===== config.mk =====
export PLATFORM = sky130hd
export DESIGN_NAME = mc_control
export DESIGN_NICKNAME = d
export VERILOG_FILES = /design/src/rtl/mips_pkg.sv /design/src/rtl/mc_control.sv
export SDC_FILE = /design/constraint.sdc
export NUM_CORES = 1
export LEC_CHECK = 0
export CORE_AREA = 4 4 51 53
export CTS_CLUSTER_DIAMETER = 200
export DETAILED_ROUTE_END_ITERATION = 8
export DIE_AREA = 0 0 55 57
export GPL_TIMING_DRIVEN = 0
export PLACE_DENSITY = 0.82
export SETUP_SLACK_MARGIN = 0.02
export SYNTH_ARGS = -nofsm -noshare
export SYNTH_HDL_FRONTEND = slang
export SYNTH_SLANG_ARGS = --single-unit

===== constraint.sdc =====
create_clock -name clk -period 1.6 [get_ports clk]
set_clock_uncertainty 0.1 [all_clocks]
set_input_delay 0.16 -clock clk [delete_from_list [all_inputs] [get_ports clk]]
set_output_delay 0.16 -clock clk [all_outputs]
set_load 0.02 [all_outputs]

===== src/rtl/mips_pkg.sv =====
// Shared MIPS control constants: opcodes, ALUOp codes, mux select codes,
// multi-cycle FSM state encoding and the per-state control word.
// Optional macro MC_CONTROL_ADDI_EN adds the addi execute/writeback states.
package mips_pkg;

  // Opcode field values (instr[31:26])
  localparam logic [5:0] OP_RTYPE = 6'b000000;
  localparam logic [5:0] OP_LW    = 6'b100011;
  localparam logic [5:0] OP_SW    = 6'b101011;
  localparam logic [5:0] OP_BEQ   = 6'b000100;
  localparam logic [5:0] OP_J     = 6'b000010;
  localparam logic [5:0] OP_ADDI  = 6'b001000;

  // ALUOp codes presented to the ALU-control block
  localparam logic [3:0] ALUOP_ADD = 4'b0010;
  localparam logic [3:0] ALUOP_SUB = 4'b0110;

  // ALU B input select
  localparam logic [1:0] ASRCB_REG   = 2'b00;
  localparam logic [1:0] ASRCB_FOUR  = 2'b01;
  localparam logic [1:0] ASRCB_IMM   = 2'b10;
  localparam logic [1:0] ASRCB_IMMSH = 2'b11;

  // PC source select
  localparam logic [1:0] PCSRC_ALU    = 2'b00;
  localparam logic [1:0] PCSRC_ALUOUT = 2'b01;
  localparam logic [1:0] PCSRC_JUMP   = 2'b10;

  typedef enum logic [3:0] {
    S_FETCH   = 4'd0,
    S_DECODE  = 4'd1,
    S_MEMADR  = 4'd2,
    S_MEMRD   = 4'd3,
    S_MEMWB   = 4'd4,
    S_MEMWR   = 4'd5,
    S_EXEC    = 4'd6,
    S_RTYPEWB = 4'd7,
    S_BEQ     = 4'd8,
    S_JUMP    = 4'd9
`ifdef MC_CONTROL_ADDI_EN
    , S_ADDIEX = 4'd10,
    S_ADDIWB  = 4'd11
`endif
  } state_t;

  typedef struct packed {
    logic       pc_write;
    logic       pc_write_cond;
    logic       i_or_d;
    logic       mem_read;
    logic       mem_write;
    logic       ir_write;
    logic       mem_to_reg;
    logic       reg_dst;
    logic       reg_write;
    logic       alu_src_a;
    logic [1:0] alu_src_b;
    logic [3:0] alu_op;
    logic [1:0] pc_source;
  } ctrl_t;

  // Control word asserted while the FSM sits in state s
  function automatic ctrl_t ctrl_for_state(state_t s);
    ctrl_t c;
    c        = '0;
    c.alu_op = ALUOP_ADD;
    case (s)
      S_FETCH: begin
        c.mem_read  = 1'b1;
        c.ir_write  = 1'b1;
        c.alu_src_b = ASRCB_FOUR;
        c.pc_write  = 1'b1;
        c.pc_source = PCSRC_ALU;
      end
      S_DECODE: c.alu_src_b = ASRCB_IMMSH;
      S_MEMADR: begin
        c.alu_src_a = 1'b1;
        c.alu_src_b = ASRCB_IMM;
      end
      S_MEMRD: begin
        c.mem_read = 1'b1;
        c.i_or_d   = 1'b1;
      end
      S_MEMWB: begin
        c.reg_write  = 1'b1;
        c.mem_to_reg = 1'b1;
      end
      S_MEMWR: begin
        c.mem_write = 1'b1;
        c.i_or_d    = 1'b1;
      end
      S_EXEC: begin
        c.alu_src_a = 1'b1;
        c.alu_src_b = ASRCB_REG;
      end
      S_RTYPEWB: begin
        c.reg_write = 1'b1;
        c.reg_dst   = 1'b1;
      end
      S_BEQ: begin
        c.alu_src_a     = 1'b1;
        c.alu_src_b     = ASRCB_REG;
        c.alu_op        = ALUOP_SUB;
        c.pc_write_cond = 1'b1;
        c.pc_source     = PCSRC_ALUOUT;
      end
      S_JUMP: begin
        c.pc_write  = 1'b1;
        c.pc_source = PCSRC_JUMP;
      end
`ifdef MC_CONTROL_ADDI_EN
      S_ADDIEX: begin
        c.alu_src_a = 1'b1;
        c.alu_src_b = ASRCB_IMM;
      end
      S_ADDIWB: c.reg_write = 1'b1;
`endif
      default: ;
    endcase
    return c;
  endfunction

endpackage


===== src/rtl/mc_control.sv =====
// Multi-cycle MIPS main control: Moore FSM sequencing fetch, decode,
// execute, memory and writeback. Outputs are registered alongside the
// state so they depend only on the state register, never on Opcode.
// Optional macro MC_CONTROL_ADDI_EN enables addi (ADDIEX/ADDIWB states).
module mc_control
  import mips_pkg::*;
#(
  parameter int ALUOP_W = 4,
  parameter int STATE_W = 4
) (
  input  logic               clk,
  input  logic               reset,
  input  logic [5:0]         Opcode,
  output logic               PCWrite,
  output logic               PCWriteCond,
  output logic               IorD,
  output logic               MemRead,
  output logic               MemWrite,
  output logic               IRWrite,
  output logic               MemToReg,
  output logic               RegDst,
  output logic               RegWrite,
  output logic               ALUSrcA,
  output logic [1:0]         ALUSrcB,
  output logic [ALUOP_W-1:0] ALUOp,
  output logic [1:0]         PCSource,
  output logic [STATE_W-1:0] state_dbg
);

  state_t state;
  state_t state_nxt;
  ctrl_t  ctrl;

  function automatic state_t next_state(state_t s, logic [5:0] op);
    state_t n;
    n = S_FETCH;
    case (s)
      S_FETCH:  n = S_DECODE;
      S_DECODE: begin
        case (op)
          OP_LW, OP_SW: n = S_MEMADR;
          OP_RTYPE:     n = S_EXEC;
          OP_BEQ:       n = S_BEQ;
          OP_J:         n = S_JUMP;
`ifdef MC_CONTROL_ADDI_EN
          OP_ADDI:      n = S_ADDIEX;
`endif
          default:      n = S_FETCH;
        endcase
      end
      S_MEMADR: begin
        // IR is stable here, so the opcode can be re-read safely
        if (op == OP_LW)      n = S_MEMRD;
        else if (op == OP_SW) n = S_MEMWR;
        else                  n = S_FETCH;
      end
      S_MEMRD:   n = S_MEMWB;
      S_EXEC:    n = S_RTYPEWB;
`ifdef MC_CONTROL_ADDI_EN
      S_ADDIEX:  n = S_ADDIWB;
`endif
      default:   n = S_FETCH;
    endcase
    return n;
  endfunction

  // Next-state selection from current state and IR opcode
  always_comb begin
    state_nxt = next_state(state, Opcode);
  end

  // State register with the matching control word registered beside it
  always_ff @(posedge clk) begin
    if (reset) begin
      state <= S_FETCH;
      ctrl  <= ctrl_for_state(S_FETCH);
    end else begin
      state <= state_nxt;
      ctrl  <= ctrl_for_state(state_nxt);
    end
  end

  assign PCWrite     = ctrl.pc_write;
  assign PCWriteCond = ctrl.pc_write_cond;
  assign IorD        = ctrl.i_or_d;
  assign MemRead     = ctrl.mem_read;
  assign MemWrite    = ctrl.mem_write;
  assign IRWrite     = ctrl.ir_write;
  assign MemToReg    = ctrl.mem_to_reg;
  assign RegDst      = ctrl.reg_dst;
  assign RegWrite    = ctrl.reg_write;
  assign ALUSrcA     = ctrl.alu_src_a;
  assign ALUSrcB     = ctrl.alu_src_b;
  assign ALUOp       = ALUOP_W'(ctrl.alu_op);
  assign PCSource    = ctrl.pc_source;
  assign state_dbg   = STATE_W'(state);

endmodule

* Word-level counts from Yosys, hierarchy flattened
Index checks and enable logic that the tools add are counted.
Widths: inputs -> output; s select.
** Cells by class
- Add/subtract/negate cells :: 0
- $mul :: 0
- Divide/modulo/power cells :: 0
- Magnitude comparators :: 0
- Equality and inequality tests :: 17
- Shifts and indexed selects :: 0
- Mux-type cells :: 17
- Bitwise gates (word level) :: 0
- Reductions and logical operators :: 9
** Operators with widths (count)
- $eq 4x3->1 const B :: 5
- $pmux 4 s5 :: 1
- $eq 4x2->1 const B :: 4
- $pmux 4 s4 :: 1
- $eq 6x6->1 const B :: 2
- $mux 1 :: 10
- $reduce_or 2->1 :: 5
- $mux 3 :: 3
- $eq 4x1->1 const B :: 2
- $eq 4x4->1 const B :: 2
- $logic_not 4->1 :: 2
- $eq 6x2->1 const B :: 1
- $eq 6x3->1 const B :: 1
- $logic_not 6->1 :: 1
- $pmux 2 s3 :: 1
- $pmux 2 s2 :: 1
- $reduce_or 3->1 :: 1
** Word-level totals
- Register bits :: 22
- Bits in latches :: 0
- Memory bits (writable) :: 0
- ROM bits :: 0
- Bits of input ports :: 8
- Memories :: 0

* Logic depth before layout (Yosys ltp)
- Depth after elaboration :: 7
- Depth in mapped cells :: 5

* Least setup slack after synthesis
OpenSTA, ideal clock, no wires.
- Kind :: register to register
- Start point :: reg state[0], in the netlist state_dbg[0]
- End point :: reg ctrl (netlist bit MemRead)
- Library setup time :: 125 ps
- Data arrival time :: 1640 ps
- Slack :: -265 ps
- Stages on the path, launching flop included :: 6
- Period minus slack after synthesis :: 1865 ps
- Path through :: dfxtp_1 or4b_4 a2111oi_4 a21oi_2 a31oi_4 o31ai_1
** On the way
- Longest elaborated chain between the ends :: 5
- Elaborated cells between the ends (all ways) :: 10
- Classes of those cells :: eq/ne (5); mux (2); reduce/logical (3)
** RTL lines
- from (decl) :: RTL line mc_control.sv:30 : state_t state;
- from (signal assigned) :: RTL line mc_control.sv:78 : state <= state_nxt;
- $eq 4x3->1 (tied with other cells) :: RTL line mc_control.sv:37 : case (s)
- $pmux 4 s5 (*) :: RTL line mc_control.sv:37
- $eq 4x2->1 / $logic_not 4->1 (equally long branches) :: RTL line mips_pkg.sv:67 : case (s)
- $reduce_or 2->1 (no source line) (*)
- $mux 1 (*) :: RTL line mips_pkg.sv:67
- to (signal assigned) :: RTL line mc_control.sv:76 : ctrl <= ctrl_for_state(S_FETCH);
- to (signal assigned) :: RTL line mc_control.sv:79 : ctrl <= ctrl_for_state(state_nxt);
- to (decl) :: RTL line mc_control.sv:32 : ctrl_t ctrl;
Mark *: on every way between the ends. The rest lies on a longest branch, timed or not.
A chain may end at the register's enable or synchronous reset.

* Worst setup path after layout
- Start point :: reg state[3], in the netlist state_dbg[3]
- End point :: reg ctrl (netlist bit PCWrite)
** On the way
- Longest elaborated chain between the ends :: 5
- Elaborated cells between the ends (all ways) :: 10
- Classes of those cells :: eq/ne (5); mux (2); reduce/logical (3)
** RTL lines (RTL line)
- $eq 4x3->1 (tied with other cells) :: mc_control.sv:37
- $pmux 4 s5 (*) :: mc_control.sv:37
- $eq 4x4->1 / $logic_not 4->1 (equally long branches) :: mips_pkg.sv:67
- $reduce_or 2->1 (no source line) (*)
- $mux 1 (*) :: mips_pkg.sv:67
Marked as above.

==> metrics.md <==
| Metric | Value |
|---|---|
| Syn. warnings | `0` |
| CP arrival | `1.87 ns` |
| Clock tree buffer depth | `2` |
| Crit path largest cell delay | `0.58 ns` |
| PwrDens | `658 mW/mm^2` |
| Setup WS pre-CTS | `-0.651 ns` |
| Slew HR | `59.2%` |
| IO Pins | `30` |
| Hold slack | `0.238 ns` |
| Setup CP Type | `reg2reg` |
| DR pass1 iterations | `8` |
| Nets | `129` |
| Mean post-synth cell area | `10.0 sq um` |
| Worst reg2reg endpoint | `PCWrite` |
| Row cnt | `17` |
| Hold Fails Final Rpt | `0` |
| Seq pwr share | `52.6%` |
| ANT cells | `0` |
| RSZ-0062 raised after global routing | `yes` |
| Slew @ Worst Pin | `0.613 ns` |
| Gpl congestion | `0.824` |
| Outcome | `finished with violations` |
| Dpl hpwl | `1380 microns` |
| Commonest register cell after synthesis | `dfxtp_1` |
| Int Pwr | `0.000611 W` |
| Ys async rst share | `0%` |
| Area Growth Syn to Fin | `56.9%` |
| Filler instances | `174` |
| Fmax | `0.550 GHz` |
| Clock Latency Late Sink | `0.28 ns` |
| CTS tree | `done` |
| Final worst-path cycle share | `114%` |
| Root Driver | `clkbuf_4` |
| Startpoint Class | `flip-flop` |
| Crit path max fanout | `3` |
| Clock transition at path regs | `0.09 ns` |
| Cell Area, Synth | `803 sq um` |
| Largest net degree at the start of global routing | `11` |
| Total GRT Usage | `14.3%` |
| Crit path capture type | `flip-flop` |
| Worst hold path class | `in2reg` |
| Worst-path cell chain | `or4b_4 -> a2111oi_4 -> a21oi_2 -> a31oi_4 -> o21ai_1` |
| FF-to-FF Start | `state_dbg[3]` |
| Pwr Total | `0.000829 W` |
| # H-tree levels | `1` |
| Number of flops mapped to enable cells by yosys | `0` |
| Total core area | `0.00215 sq mm` |
| Share of cells above drive strength 1 | `30.8%` |
| Max stage delay cell, worst path | `or4b_4` |
| Post-synth cell types | `36` |
| Initial antenna violation count | `0` |
| Slew Viols, Final | `0` |
| Maximum vdd drop | `0.350 mV` |
| Critical path required time | `1.66 ns` |
| Grt total ovfl | `0` |
| First-pass GRT wire length | `3330 microns` |
| Lkg Pwr | `0.546 nW` |
| Finished Cell Area | `0.00126 sq mm` |
| Vias in the first global route | `726` |
| WL final | `2170 microns` |
| Area after DPL | `0.00110 sq mm` |
| FF-to-FF path depth | `5` |
| Clock power frac | `25.6%` |
| Die Y | `57 microns` |
| Gate power share | `21.8%` |
| CTS buffer count | `3` |
| Effective utilization at floorplan | `37.4%` |
| Final ANT Viol Nets | `0` |
| #FFs+latches synth | `17` |
| Hold Path Stages | `2` |
| Final setup margin | `-0.218 ns` |
| Initial drt markers | `28` |
| Post-layout min period | `1.82 ns` |
| Routed WL per cell | `14.6 microns` |
| Hold buffer count at CTS | `0` |
| Failing checks | `setup timing` |
| Die area | `0.00314 sq mm` |
| Switching part of the total | `26.3%` |
| Max-cap violation count | `0` |
| WHS Endpoint | `state_dbg[1]` |
| Port Buffers | `25` |
| Routed vias | `792` |
| Clk sink count | `17` |
| Worst hold start | `reset` |
| Sequential area share after synthesis | `42.4%` |
| Finish-stage setup viols | `13` |
| Vias per inst | `5.35` |
| Mapped Cells | `80` |
| R2r setup slk | `-0.22 ns` |
| DRC violations left | `0` |
| Switching power total | `0.000218 W` |
| Die width | `55 microns` |
[Yosys cell counts, types with 2 or more instances]
cell type | instances | area [sq um]
a31oi_1 | 3 | 18.8
and3_1 | 3 | 18.8
inv_1 | 4 | 15.0
conb_1 | 2 | 7.51
nor3_1 | 3 | 15.0
a21oi_2 | 2 | 17.5
a211oi_1 | 2 | 15.0
nor2_1 | 5 | 18.8
a21o_1 | 2 | 15.0
dfxtp_1 | 17 | 340
buf_4 | 5 | 37.5
and3b_1 | 2 | 17.5
nand2_1 | 6 | 22.5
o31ai_1 | 2 | 15.0
[per-stage QoR]
step | setup TNS [ns] | std cells | utilization, %
after floorplan | -0.427 | 81 | -
after global placement | -6.27 | 134 | 51.4
after detailed placement | -6.69 | 134 | 51.4
after CTS | -1.50 | 143 | 56.6
after global routing | -2.85 | 148 | 58.6
final | -1.94 | 148 | 58.6
[power by group through the flow]
stage	clock network [W]	registers, W	logic, W
finish	0.000212	0.000437	0.000181
floorplan	0	0.000463	0.0000673
CTS	0.000213	0.000437	0.000163
global route	0.000243	0.000438	0.000191
detailed placement	0	0.000449	0.000141
global placement	0	0.000448	0.000139
[worst max-delay path by stage]
stage            startpoint  endpoint  cells after the start
2_1_floorplan  state_dbg[3]   MemRead                      5
3_3_place_gp      Opcode[1]   MemRead                      6
3_5_place_dp      Opcode[1]   MemRead                      6
4_1_cts        state_dbg[3]   MemRead                      5
5_1_grt        state_dbg[3]   PCWrite                      5
6_report       state_dbg[3]   PCWrite                      5
[layer usage]
layer | vias to the layer above | wire length (microns) | global-route usage [%]
met4 | 0 | 62 | 7.29
met3 | 8 | 214 | 3.39
li1 | 372 | - | -
met5 | - | 0 | 0
met1 | 361 | 777 | 16.6
met2 | 51 | 1110 | 23.6
[worst max-delay path, delay by kind of cell (launching register included)]
family	cells	cell delay [ns]
simple gates	1	0.58
compound gates	4	0.66
flops	1	0.36
[cell families (layout without fill, tap and decap cells)]
group	after synthesis	count (layout)	synth area share (%)
AND/OR/NAND/NOR	28	28	23.1
AO/OA/AOI/OAI	22	22	25.5
flip-flops	17	17	42.4
buffers and inverters	10	49	7.01
other	2	3	0.935
XOR/XNOR	1	1	1.09
[placed cells by master (no fill, tap or decap), drive strengths merged, types with 4 or more instances in the layout]
cell type	Yosys	layout
a31oi	4	4
buf	5	15
clkbuf	1	5
clkdlybuf4s50	0	16
dfxtp	17	17
dlygate4sd2	0	7
inv	4	4
nand2	6	6
nor2	5	5
[flip-flops by register name (all words and copies together) (netlist names)]
signal	cells
PCSource	1
MemWrite	1
ALUSrcA	1
ALUOp	1
MemToReg	1
IRWrite	1
PCWrite	1
IorD	1
MemRead	1
ALUSrcB	2
RegDst	1
RegWrite	1
state_dbg	4
[layout make-up]
class / instances / area, sq um / area share (%)
flip-flops and latches: 17 / 355 / 28.2
multi-input cells: 54 / 453 / 35.9
well taps: 28 / 35.0 / 2.78
plain buffers: 6 / 41.3 / 3.28
repair buffers: 35 / 334 / 26.5
inverters: 4 / 15.0 / 1.19
clock buffers: 4 / 26.3 / 2.09
[timing repair]
item	4_1_cts	5_1_grt
hold endpoints to repair	0	0
setup buffers	5	5
setup endpoints to repair	14	17
resized for setup	17	3
pin swaps	3	2
No activity file was read; power rests on OpenSTA's default activity.
